[src/rtl/seq_detector_prog_if.sv]
// Serial-stream, configuration and status bundle for the programmable
// pattern detector. The DUT side uses the slave modport.
interface seq_detector_prog_if #(
  parameter int MAX_LEN = 8,
  parameter int CNT_W   = 8
);
  localparam int LEN_W = $clog2(MAX_LEN + 1);

  logic               din;
  logic               din_valid;
  logic               cfg_we;
  logic [MAX_LEN-1:0] cfg_pattern;
  logic [LEN_W-1:0]   cfg_len;
  logic               cfg_overlap;
  logic               cnt_clr;
  logic               detect;
  logic [CNT_W-1:0]   match_cnt;
  logic               busy;

  modport master (
    output din, din_valid, cfg_we, cfg_pattern, cfg_len, cfg_overlap, cnt_clr,
    input  detect, match_cnt, busy
  );

  modport slave (
    input  din, din_valid, cfg_we, cfg_pattern, cfg_len, cfg_overlap, cnt_clr,
    output detect, match_cnt, busy
  );
endinterface

[src/rtl/seq_detector_prog.sv]
// Runtime-programmable serial pattern detector with a registered Moore match
// flag, selectable overlap mode and a saturating match counter.
module seq_detector_prog #(
  parameter int               MAX_LEN     = 8,
  parameter int               CNT_W       = 8,
  parameter logic [MAX_LEN-1:0] DEF_PATTERN = MAX_LEN'(8'b0000_1000),
  parameter int               DEF_LEN     = 4,
  parameter logic             DEF_OVERLAP = 1'b1
) (
  input  logic              clk,
  input  logic              rst,
  seq_detector_prog_if.slave bus
);

  localparam int                 LEN_W     = $clog2(MAX_LEN + 1);
  localparam logic [LEN_W-1:0]   MAX_LEN_L = LEN_W'(MAX_LEN);
  localparam logic [LEN_W-1:0]   DEF_LEN_L = LEN_W'(DEF_LEN);
  localparam logic [CNT_W-1:0]   CNT_MAX   = {CNT_W{1'b1}};

  logic [MAX_LEN-1:0] hist_r;
  logic [LEN_W-1:0]   fill_r;
  logic [MAX_LEN-1:0] pat_r;
  logic [LEN_W-1:0]   len_r;
  logic               ovl_r;
  logic               detect_r;
  logic [CNT_W-1:0]   cnt_r;
  logic               busy_r;

  logic [MAX_LEN-1:0] hist_shift_s;
  logic [LEN_W-1:0]   fill_inc_s;
  logic [MAX_LEN-1:0] mask_s;
  logic               match_s;
  logic [LEN_W-1:0]   len_clamp_s;
  logic [MAX_LEN-1:0] hist_nx_s;
  logic [LEN_W-1:0]   fill_nx_s;
  logic [CNT_W-1:0]   cnt_nx_s;

  // Candidate post-shift history and saturating fill count.
  always_comb begin
    hist_shift_s = {hist_r[MAX_LEN-2:0], bus.din};
    if (fill_r >= MAX_LEN_L) begin
      fill_inc_s = MAX_LEN_L;
    end else begin
      fill_inc_s = fill_r + LEN_W'(1);
    end
  end

  // Compare mask covering the low len_r history bits.
  always_comb begin
    mask_s = {MAX_LEN{1'b0}};
    for (int i = 0; i < MAX_LEN; i++) begin
      if (LEN_W'(i) < len_r) begin
        mask_s[i] = 1'b1;
      end else begin
        mask_s[i] = 1'b0;
      end
    end
  end

  // Match is judged on the state this sample would produce.
  always_comb begin
    match_s = 1'b0;
    if (bus.din_valid && !bus.cfg_we && (len_r != {LEN_W{1'b0}}) &&
        (fill_inc_s >= len_r) &&
        (((hist_shift_s ^ pat_r) & mask_s) == {MAX_LEN{1'b0}})) begin
      match_s = 1'b1;
    end else begin
      match_s = 1'b0;
    end
  end

  // Oversized lengths fall back to the full history width.
  always_comb begin
    if (bus.cfg_len > MAX_LEN_L) begin
      len_clamp_s = MAX_LEN_L;
    end else begin
      len_clamp_s = bus.cfg_len;
    end
  end

  // History/fill update: configuration flushes, samples shift.
  always_comb begin
    hist_nx_s = hist_r;
    fill_nx_s = fill_r;
    if (bus.cfg_we) begin
      hist_nx_s = {MAX_LEN{1'b0}};
      fill_nx_s = {LEN_W{1'b0}};
    end else if (bus.din_valid) begin
      hist_nx_s = hist_shift_s;
      // Without overlap the next match must be built from fresh bits only.
      if (match_s && !ovl_r) begin
        fill_nx_s = {LEN_W{1'b0}};
      end else begin
        fill_nx_s = fill_inc_s;
      end
    end else begin
      hist_nx_s = hist_r;
      fill_nx_s = fill_r;
    end
  end

  // Match counter: clear wins over a coincident increment.
  always_comb begin
    cnt_nx_s = cnt_r;
    if (bus.cnt_clr) begin
      cnt_nx_s = {CNT_W{1'b0}};
    end else if (match_s && (cnt_r != CNT_MAX)) begin
      cnt_nx_s = cnt_r + CNT_W'(1);
    end else begin
      cnt_nx_s = cnt_r;
    end
  end

  // Datapath and status registers.
  always_ff @(posedge clk) begin
    if (rst) begin
      hist_r   <= {MAX_LEN{1'b0}};
      fill_r   <= {LEN_W{1'b0}};
      detect_r <= 1'b0;
      cnt_r    <= {CNT_W{1'b0}};
      busy_r   <= 1'b0;
    end else begin
      hist_r   <= hist_nx_s;
      fill_r   <= fill_nx_s;
      detect_r <= match_s;
      cnt_r    <= cnt_nx_s;
      busy_r   <= (fill_nx_s != {LEN_W{1'b0}});
    end
  end

  // Configuration registers.
  always_ff @(posedge clk) begin
    if (rst) begin
      pat_r <= DEF_PATTERN;
      len_r <= DEF_LEN_L;
      ovl_r <= DEF_OVERLAP;
    end else if (bus.cfg_we) begin
      pat_r <= bus.cfg_pattern;
      len_r <= len_clamp_s;
      ovl_r <= bus.cfg_overlap;
    end else begin
      pat_r <= pat_r;
      len_r <= len_r;
      ovl_r <= ovl_r;
    end
  end

  assign bus.detect    = detect_r;
  assign bus.match_cnt = cnt_r;
  assign bus.busy      = busy_r;

endmodule
[src/flat_wrapper.sv]
// flat-port wrapper written by rule: the top's interface ports become plain ports
module seq_detector_prog_flat 
#(
  parameter int               MAX_LEN     = 8,
  parameter int               CNT_W       = 8,
  parameter logic [MAX_LEN-1:0] DEF_PATTERN = MAX_LEN'(8'b0000_1000),
  parameter int               DEF_LEN     = 4,
  parameter logic             DEF_OVERLAP = 1'b1
)
  (clk, rst, bus_din, bus_din_valid, bus_cfg_we, bus_cfg_pattern, bus_cfg_len, bus_cfg_overlap, bus_cnt_clr, bus_detect, bus_match_cnt, bus_busy);
  seq_detector_prog_if #(.MAX_LEN(MAX_LEN), .CNT_W(CNT_W)) bus_i ();
  input  logic clk;
  input  logic rst;
  input wire logic [$bits(bus_i.din)-1:0] bus_din;
  input wire logic [$bits(bus_i.din_valid)-1:0] bus_din_valid;
  input wire logic [$bits(bus_i.cfg_we)-1:0] bus_cfg_we;
  input wire logic [$bits(bus_i.cfg_pattern)-1:0] bus_cfg_pattern;
  input wire logic [$bits(bus_i.cfg_len)-1:0] bus_cfg_len;
  input wire logic [$bits(bus_i.cfg_overlap)-1:0] bus_cfg_overlap;
  input wire logic [$bits(bus_i.cnt_clr)-1:0] bus_cnt_clr;
  output wire logic [$bits(bus_i.detect)-1:0] bus_detect;
  output wire logic [$bits(bus_i.match_cnt)-1:0] bus_match_cnt;
  output wire logic [$bits(bus_i.busy)-1:0] bus_busy;
  assign bus_i.din = bus_din;
  assign bus_i.din_valid = bus_din_valid;
  assign bus_i.cfg_we = bus_cfg_we;
  assign bus_i.cfg_pattern = bus_cfg_pattern;
  assign bus_i.cfg_len = bus_cfg_len;
  assign bus_i.cfg_overlap = bus_cfg_overlap;
  assign bus_i.cnt_clr = bus_cnt_clr;
  assign bus_detect = bus_i.detect;
  assign bus_match_cnt = bus_i.match_cnt;
  assign bus_busy = bus_i.busy;
  seq_detector_prog #(.MAX_LEN(MAX_LEN), .CNT_W(CNT_W), .DEF_PATTERN(DEF_PATTERN), .DEF_LEN(DEF_LEN), .DEF_OVERLAP(DEF_OVERLAP)) u_core (.clk(clk), .rst(rst), .bus(bus_i));
endmodule
[config.mk]
export PLATFORM = sky130hd
export DESIGN_NAME = seq_detector_prog_flat
export DESIGN_NICKNAME = d
export VERILOG_FILES = /design/src/rtl/seq_detector_prog_if.sv /design/src/rtl/seq_detector_prog.sv /design/src/flat_wrapper.sv
export SDC_FILE = /design/constraint.sdc
export NUM_CORES = 1
export LEC_CHECK = 0
export CORE_ASPECT_RATIO = 1.25
export CORE_MARGIN = 10
export CORE_UTILIZATION = 56
export DETAILED_ROUTE_END_ITERATION = 10
export PLACE_DENSITY = 0.89
export SLEW_MARGIN = 40
export SYNTH_ARGS = -nofsm -noshare
export SYNTH_HDL_FRONTEND = slang
export SYNTH_SLANG_ARGS = --single-unit
[constraint.sdc]
create_clock -name clk -period 5.2 [get_ports clk]
set_clock_uncertainty 0.05 [all_clocks]
set_input_delay 1.04 -clock clk [delete_from_list [all_inputs] [get_ports clk]]
set_output_delay 1.04 -clock clk [all_outputs]
set_load 0.005 [all_outputs]
# ---- Yosys cells after proc, flatten, opt, wreduce, memory -nomap -nowiden
# Cells that the tools add are included.
dict set report word_totals {
  ff_bits 34
  wordCells 51
  input_bits 19
  output_inout_bits 10
}
dict set report classes {
  magnitude_cmp 11
  add_sub_neg 2
  n_reduce_logical 13
  n_bitwise 2
  eq_ne 1
  n_mux 14
}
# cell count
set op_table {}
lappend op_table {{$mux W4} 5}
lappend op_table {{$lt A3 B4 Y1 const A} 4}
lappend op_table {{$mux W1} 9}
lappend op_table {{$add A8 B1 Y8 const B} 1}
lappend op_table {{$and A8 B8 Y8} 1}
lappend op_table {{$logic_not A8 Y1} 1}
lappend op_table {{$lt A1 B4 Y1 const A} 2}
lappend op_table {{$lt A2 B4 Y1 const A} 2}
lappend op_table {{$ne A8 B8 Y1 const B} 1}
lappend op_table {{$reduce_bool A4 Y1} 2}
lappend op_table {{$xor A8 B8 Y8} 1}
lappend op_table {{$logic_and A1 B1 Y1} 6}
lappend op_table {{$add A4 B1 Y4 const B} 1}
lappend op_table {{$ge A4 B4 Y1} 1}
lappend op_table {{$ge A4 B4 Y1 const B} 1}
lappend op_table {{$gt A4 B4 Y1 const B} 1}
lappend op_table {{$reduce_or A2 Y1} 2}
lappend op_table {{$logic_not A1 Y1} 2}

# ---- Logic depth before layout (Yosys ltp)
# Gate-level depths: netlist (run 1).
dict set report logic_depth {
  depth_word 11
  mapped_depth 11
  mapped_depth_nobuf 10
}

# ---- Least setup slack after synthesis (run 1)
# Ideal clock, no wire load.
dict set report synth_path {
  path_type {input port to flip-flop}
  start {in bus_cfg_we}
  end {reg u_core.cnt_r[4] (netlist: u_core.bus.match_cnt[4])}
  arrival_time_ps 2420
  path_stages 8
  path_buffers 2
  setup_slack_ps 2660
  required_time_ps 5080
  setup_ps 70
  cell_sequence {buf_6 > clkinv_2 > o211ai_1 > nor4_2 > nand4_2 > buf_6 > or3_1 > a21oi_1}
}
dict set report synth_between {
  elab_chain_cells 7
}
# item line
set synth_rtl {}
lappend synth_rtl {{start, declared} flat_wrapper.sv:16} ;# input wire logic [$bits(bus_i.cfg_we)-1:0] bus_cfg_we;
lappend synth_rtl {{$logic_not A1 Y1} seq_detector_prog.sv:63} ;# if (bus.din_valid && !bus.cfg_we && (len_r != {LEN_W{1'b0}}) &&
lappend synth_rtl {{$logic_and A1 B1 Y1 (3 in series)} seq_detector_prog.sv:63}
lappend synth_rtl {{$logic_and A1 B1 Y1} seq_detector_prog.sv:64} ;# (fill_inc_s >= len_r) &&
lappend synth_rtl {{$mux W1} seq_detector_prog.sv:63}
lappend synth_rtl {{$logic_and A1 B1 Y1} seq_detector_prog.sv:107} ;# end else if (match_s && (cnt_r != CNT_MAX)) begin
lappend synth_rtl {{end signal, assigned} seq_detector_prog.sv:120} ;# cnt_r <= {CNT_W{1'b0}};
lappend synth_rtl {{end signal, assigned} seq_detector_prog.sv:126} ;# cnt_r <= cnt_nx_s;
lappend synth_rtl {{end, declared} seq_detector_prog.sv:26} ;# logic [CNT_W-1:0] cnt_r;
# No other way between the ends.
# A chain may end at the register's enable or synchronous reset.

# ---- Worst setup path in the final report (run 1)
dict set report layout_path {
  start {in bus_din_valid}
  end {reg u_core.cnt_r[5] (netlist: u_core.bus.match_cnt[5])}
}
dict set report layout_between {
  elab_chain_cells 6
}
# item line
set layout_rtl {}
lappend layout_rtl {{start, declared} flat_wrapper.sv:15} ;# input wire logic [$bits(bus_i.din_valid)-1:0] bus_din_valid;
lappend layout_rtl {{$logic_and A1 B1 Y1 (3 in series)} seq_detector_prog.sv:63}
lappend layout_rtl {{$logic_and A1 B1 Y1} seq_detector_prog.sv:64}
lappend layout_rtl {{$mux W1} seq_detector_prog.sv:63}
lappend layout_rtl {{$logic_and A1 B1 Y1} seq_detector_prog.sv:107}
# No other way between the ends.

==> results of run 1 <==
## layer usage
layer,global-route usage,vias to the layer above
met2,0.2390,24
met4,0.09274,0
met5,0,-
li1,-,706
met3,0.04634,13
met1,0.1297,652
## critical path, stage by stage
cell	delay, ns
clkdlybuf4s50_1	0.82
o211ai_1	0.21
nor4_2	0.43
nand4_2	0.35
or4_1	0.57
a21oi_1	0.15
## power breakdown
group	total, uW	switching, uW	leakage [uW]	internal [uW]
combinational	58.2	26.4	0.000463	31.7
sequential	276	8.72	0.000277	268
clock	187	84.9	0.0000395	102
## area by class of cell
class                           count  area share
Inverter                           13     0.02475
Timing Repair Buffer               29      0.1423
Clock inverter                      1     0.01485
Sequential cell                    34      0.3366
Multi-Input combinational cell    134      0.4369
Clock buffer                        7     0.02228
Tap cell                           36     0.02228
## flip-flops by register name (all words and copies together), names as in the netlist
signal                count
u_core.ovl_r              1
u_core.len_r              4
u_core.fill_r             4
u_core.bus.busy           1
u_core.bus.match_cnt      8
u_core.hist_r             7
u_core.bus.detect         1
u_core.pat_r              8
## per-stage QoR
stage	hold slack, ns	utilization	total power, uW	setup slack (ns)
floorplan	0.4306	-	319.8	2.660
finish	0.4519	0.6930	521.3	1.862
global placement	0.4311	0.6672	338.3	1.665
global route	0.4868	0.6930	549.1	1.723
CTS	0.4534	0.6930	527.9	1.905
detailed placement	0.4425	0.6672	340.5	1.559
## logic make-up (layout without fill, tap and decap cells)
kind of cell | after synthesis | count (layout) | synth area share
buf+inv | 23 | 50 | 0.06993
compound gates | 38 | 38 | 0.1466
mux | 16 | 16 | 0.09524
simple gates | 63 | 63 | 0.1793
flops | 34 | 34 | 0.4048
xor+xnor | 10 | 10 | 0.05209
fa+ha+maj | 7 | 7 | 0.05208
## cell usage after synthesis
cell type,count,area (um^2)
dfxtp_1,34,680.7
nor2_1,29,108.9
mux2i_1,16,160.2
a21oi_1,12,60.06
inv_1,12,45.04
nand2_1,10,37.54
o21ai_0,10,50.05
ha_1,7,87.58
xnor2_1,7,61.31
buf_6,4,45.04
clkbuf_1,4,15.01
nand3_1,4,20.02
nor3_1,4,20.02
or3_1,4,25.02
a31oi_1,3,18.77
o211ai_1,3,22.52
o31ai_1,3,22.52
or2_2,3,18.77
xor2_1,3,26.28
a211o_1,2,17.52
buf_1,2,7.510
nor2b_1,2,12.51
or4_1,2,15.01
a211oi_2,1,12.51
a221oi_2,1,15.01
clkinv_2,1,5.000
nand2b_1,1,6.260
nand4_1,1,6.260
nand4_2,1,12.51
nor4_1,1,6.260
nor4_2,1,12.51
o21ai_1,1,5.000
o22ai_1,1,6.260
o32ai_2,1,16.27
## worst paths after layout
kind / start / end / slack, ns / depth (start not counted)
max reg2reg: u_core.fill_r[0] / u_core.bus.match_cnt[5] / 2.32 / 10
min reg2reg: u_core.bus.match_cnt[5] / u_core.bus.match_cnt[5] / 0.45 / 2
max: bus_din_valid / u_core.bus.match_cnt[5] / 1.86 / 6
min: u_core.bus.match_cnt[5] / u_core.bus.match_cnt[5] / 0.45 / 2
==> flow_metrics.tcl, run 1 <==
set metrics [dict create \
    status "finished, final reports clean" \
    dp.cells 246 \
    wl_per_cell_um 14.11 \
    netlist_instances 191 \
    post_layout_nonfiller_instances 254 \
    grt_pass1_vias 1420 \
    dr.max_layer_used "met4" \
    cp-end-kind "flip-flop" \
    final_nets 243 \
    viasPerCell 5.492 \
    stdcell_area_mm2 0.002022 \
    cts_buffers 5 \
    die_x_um 69.02 \
    finalCritPeriodShare 0.6420 \
    worstPathArrival_ns 3.56 \
    initial_core_util 0.5763 \
    cts_tree "built" \
    clock_latency_ns 0.34 \
    slew_violations 0 \
    syn_nets 217 \
    m1WireLength_um 1473 \
    crit_required_ns 5.42 \
    drv_cap 0 \
    yosys_warnings 0 \
    hold_path_class "reg2reg" \
    synth_area_mm2 0.001682 \
    layout_commonest_cell "dfxtp_1" \
    grt_pass1_wl_um 6230 \
    fmaxAchievable_ghz 0.2996 \
    wl_um 3583 \
    num_vias 1395 \
    io_buffers 28 \
    final_cell_mix "dfxtp_1, nor2_1, clkdlybuf4s50_1" \
    yosys.cell_types.count 34 \
    drive_gt1_frac 0.07339 \
    n_fill_cell 239 \
    grt_max_degree 19 \
    max_slew_margin 0.5694 \
    start_kind "primary input" \
    rsz0062_at_grt "false" \
    drt_first_iter_violations 51 \
    clk_pin_slew_ns 0.09 \
    dr.pass1.iters 4 \
    hold_buffers 0 \
    multiInputGateArea_um2 883.3 \
    post_cts_buffers 0 \
    min_period_ns 3.338 \
    place_area_mm2 0.001947 \
    fp.dieH_um 81.27 \
    globalplace.congestion 0.8443 \
    worstSetupPathType "in2reg" \
    clock-root-buffer "clkbuf_4" \
    met3_length_um 153 \
    core_area_mm2 0.002918 \
    drc 0 \
    syn_to_final_growth_pct 20.24 \
    grtUsageTotal 0.1341 \
    powerDensity_mw_per_mm2 257.8 \
    syn_area_per_cell_um2 8.804 \
    diodes 0 \
    peakVddDrop_v 0.0002103 \
    power_leakage_uw 0.0007791 \
    antenna_found_initial 0 \
    dr_wl_met2_um 1821 \
    hold_viol_final 0 \
    num_rows 22 \
    setup_viol 0 \
    yosysSeqAreaShare 0.4048 \
    dieArea_mm2 0.005609 \
    h-tree-depth 2 \
    cp_max_fo 14 \
    ant_nets 0 \
    clock_sinks 34 \
    dp_hpwl_um 2677 \
    ys_seq_elements 34 \
    fin_setup_tns_ns 0 \
    clockBufferDepth 2 \
    overflow 0 \
    cts_resized 0 \
    ios 29 \
    register_area_um2 680.7 \
    worst_pin_slew_ns 0.6439 \
]
Note: power is estimated with default switching activity, not from simulation.
==> inputs of run 2 (changes only) <==
--- a/config.mk
+++ b/config.mk
@@ -7,9 +7,9 @@
 export LEC_CHECK = 0
 export CORE_ASPECT_RATIO = 1.25
 export CORE_MARGIN = 10
-export CORE_UTILIZATION = 56
+export CORE_UTILIZATION = 52
 export DETAILED_ROUTE_END_ITERATION = 10
-export PLACE_DENSITY = 0.89
+export PLACE_DENSITY = 0.84
 export SLEW_MARGIN = 40
 export SYNTH_ARGS = -nofsm -noshare
 export SYNTH_HDL_FRONTEND = slang
==> constraint.sdc (replaced) <==
create_clock -name clk -period 3.4 [get_ports clk]
set_clock_uncertainty 0.05 [all_clocks]
set_input_delay 0.68 -clock clk [delete_from_list [all_inputs] [get_ports clk]]
set_output_delay 0.68 -clock clk [all_outputs]
set_load 0.005 [all_outputs]
==> run 2 against run 1 <==
  * Core utilization down 4.4 points
  * Sequential cell count unchanged
  * First-iteration DRC count down 9.8%
  * Critical path depth up 4
  * Clock power up 61%
  * Final cell count up 1.2%
  * Critical path type is now reg2reg
  * Largest cell class unchanged
  * Largest power group unchanged
==> flow_metrics.tcl, run 2 (synthesis gave the netlist of run 1 again) <==
set metrics [dict create \
    die_x_um 70.87 \
    post_cts_buffers 0 \
    rsz0062_at_grt "false" \
    dr.max_layer_used "met4" \
    dr.pass1.iters 4 \
    start_kind "flip-flop" \
    hold_buffers 0 \
    post_layout_nonfiller_instances 257 \
    slew_violations 0 \
    dr_wl_met2_um 1757 \
    max_slew_margin 0.7375 \
    drive_gt1_frac 0.08636 \
    h-tree-depth 2 \
    clock_latency_ns 0.29 \
    hold_viol_final 0 \
    met3_length_um 206 \
    setup_viol 0 \
    post-place-ws_ns 0.5209 \
    cts_resized 0 \
    power_leakage_uw 0.0007975 \
    crit_required_ns 3.58 \
    drc 0 \
    final_nets 245 \
    fp.dieH_um 83.58 \
    fin_setup_tns_ns 0 \
    cts_tree "built" \
    worst_pin_slew_ns 0.3932 \
    grt_pass1_vias 1394 \
    cp_max_fo 14 \
    status "finished, final reports clean" \
    drv_cap 0 \
    clk_pin_slew_ns 0.07 \
    worstSetupPathType "reg2reg" \
    ant_nets 0 \
    r2r_slack_ns 0.56 \
    min_period_ns 2.844 \
    m1WireLength_um 1526 \
    layout_commonest_cell "dfxtp_1" \
    viasPerCell 5.467 \
    final_core_util 0.6490 \
    grtUsageTotal 0.1259 \
    peakVddDrop_v 0.0003643 \
    clock_sinks 34 \
    dieArea_mm2 0.005923 \
    finalCritPeriodShare 0.8365 \
    stdcell_area_mm2 0.002054 \
    overflow 0 \
    dp.cells 249 \
    wl_per_cell_um 13.94 \
    core_area_mm2 0.003166 \
    drt_first_iter_violations 46 \
    syn_to_final_growth_pct 22.17 \
    worstPathArrival_ns 3.02 \
    wl_um 3582 \
    antenna_found_initial 0 \
    fmaxAchievable_ghz 0.3516 \
    io_buffers 28 \
    diodes 0 \
    cp-end-kind "flip-flop" \
    final_cell_mix "dfxtp_1, nor2_1, clkdlybuf4s50_1" \
    grt_max_degree 18 \
    place_area_mm2 0.001963 \
    dp_hpwl_um 2647 \
    hold_path_class "reg2reg" \
    setup_ws_ns 0.5560 \
    num_vias 1405 \
    globalplace.congestion 0.8199 \
    clockBufferDepth 2 \
    initial_core_util 0.5312 \
    grt_pass1_wl_um 6285 \
    clock-root-buffer "clkbuf_8" \
    cts_buffers 5 \
    num_rows 23 \
    ios 29 \
    powerDensity_mw_per_mm2 396.9 \
]
-- run 2: cell count changes in the layout (fill, tap and decap cells not counted), sizes merged --
| cell | change |
|---|---|
| buf | +2 |
| bufinv | -1 |
| clkinv | +1 |
-- run 2: final timing paths --
check,startpoint,endpoint,cells after the start
max,u_core.fill_r[0],u_core.bus.match_cnt[7],10
min,u_core.bus.match_cnt[7],u_core.bus.match_cnt[7],2
max reg2reg,u_core.fill_r[0],u_core.bus.match_cnt[7],10
min reg2reg,u_core.bus.match_cnt[7],u_core.bus.match_cnt[7],2
-- run 2: final cells by class --
| class | instances | area, um^2 |
|---|---|---|
| well taps | 37 | 46.29 |
| fillers | 271 | 1111 |
| clock inverters | 1 | 5.005 |
| repair buffers | 31 | 302.8 |
| multi-input cells | 134 | 883.3 |
| clock buffers | 7 | 86.33 |
| inverters | 13 | 50.05 |
| flip-flops and latches | 34 | 680.7 |
-- run 2: worst max-delay path, stage by stage (launching register included) --
cell and delay [ns]:
dfxtp_1 0.45, inv_1 0.08, ha_1 0.32, nand2b_1 0.10
inv_1 0.05, ha_1 0.26, o21ai_0 0.10, a221oi_2 0.32
nand4_2 0.35, or4_1 0.57, a21oi_1 0.14
-- run 2: layer usage --
layer  vias up  global-route usage
met2        29              0.2019
met1       654              0.1373
met3         9             0.05238
met4         0             0.06349
met5         -                   0
li1        713                   -
-- run 2: power by group --
part / internal [uW] / total (uW) / switching (uW) / leakage (uW)
logic: 49.9 / 90.9 / 41.0 / 0.000472
registers: 410 / 423 / 13.4 / 0.000277
clock network: 163 / 302 / 138 / 0.0000482
-- run 2: through the flow --
| stage | hold WS [ns] | power [uW] |
|---|---|---|
| after floorplan | 0.4306 | 489.1 |
| after global placement | 0.4263 | 519.4 |
| after detailed placement | 0.4480 | 522.1 |
| after CTS | 0.4539 | 819.1 |
| after global routing | 0.4887 | 851.7 |
| final | 0.4598 | 815.5 |
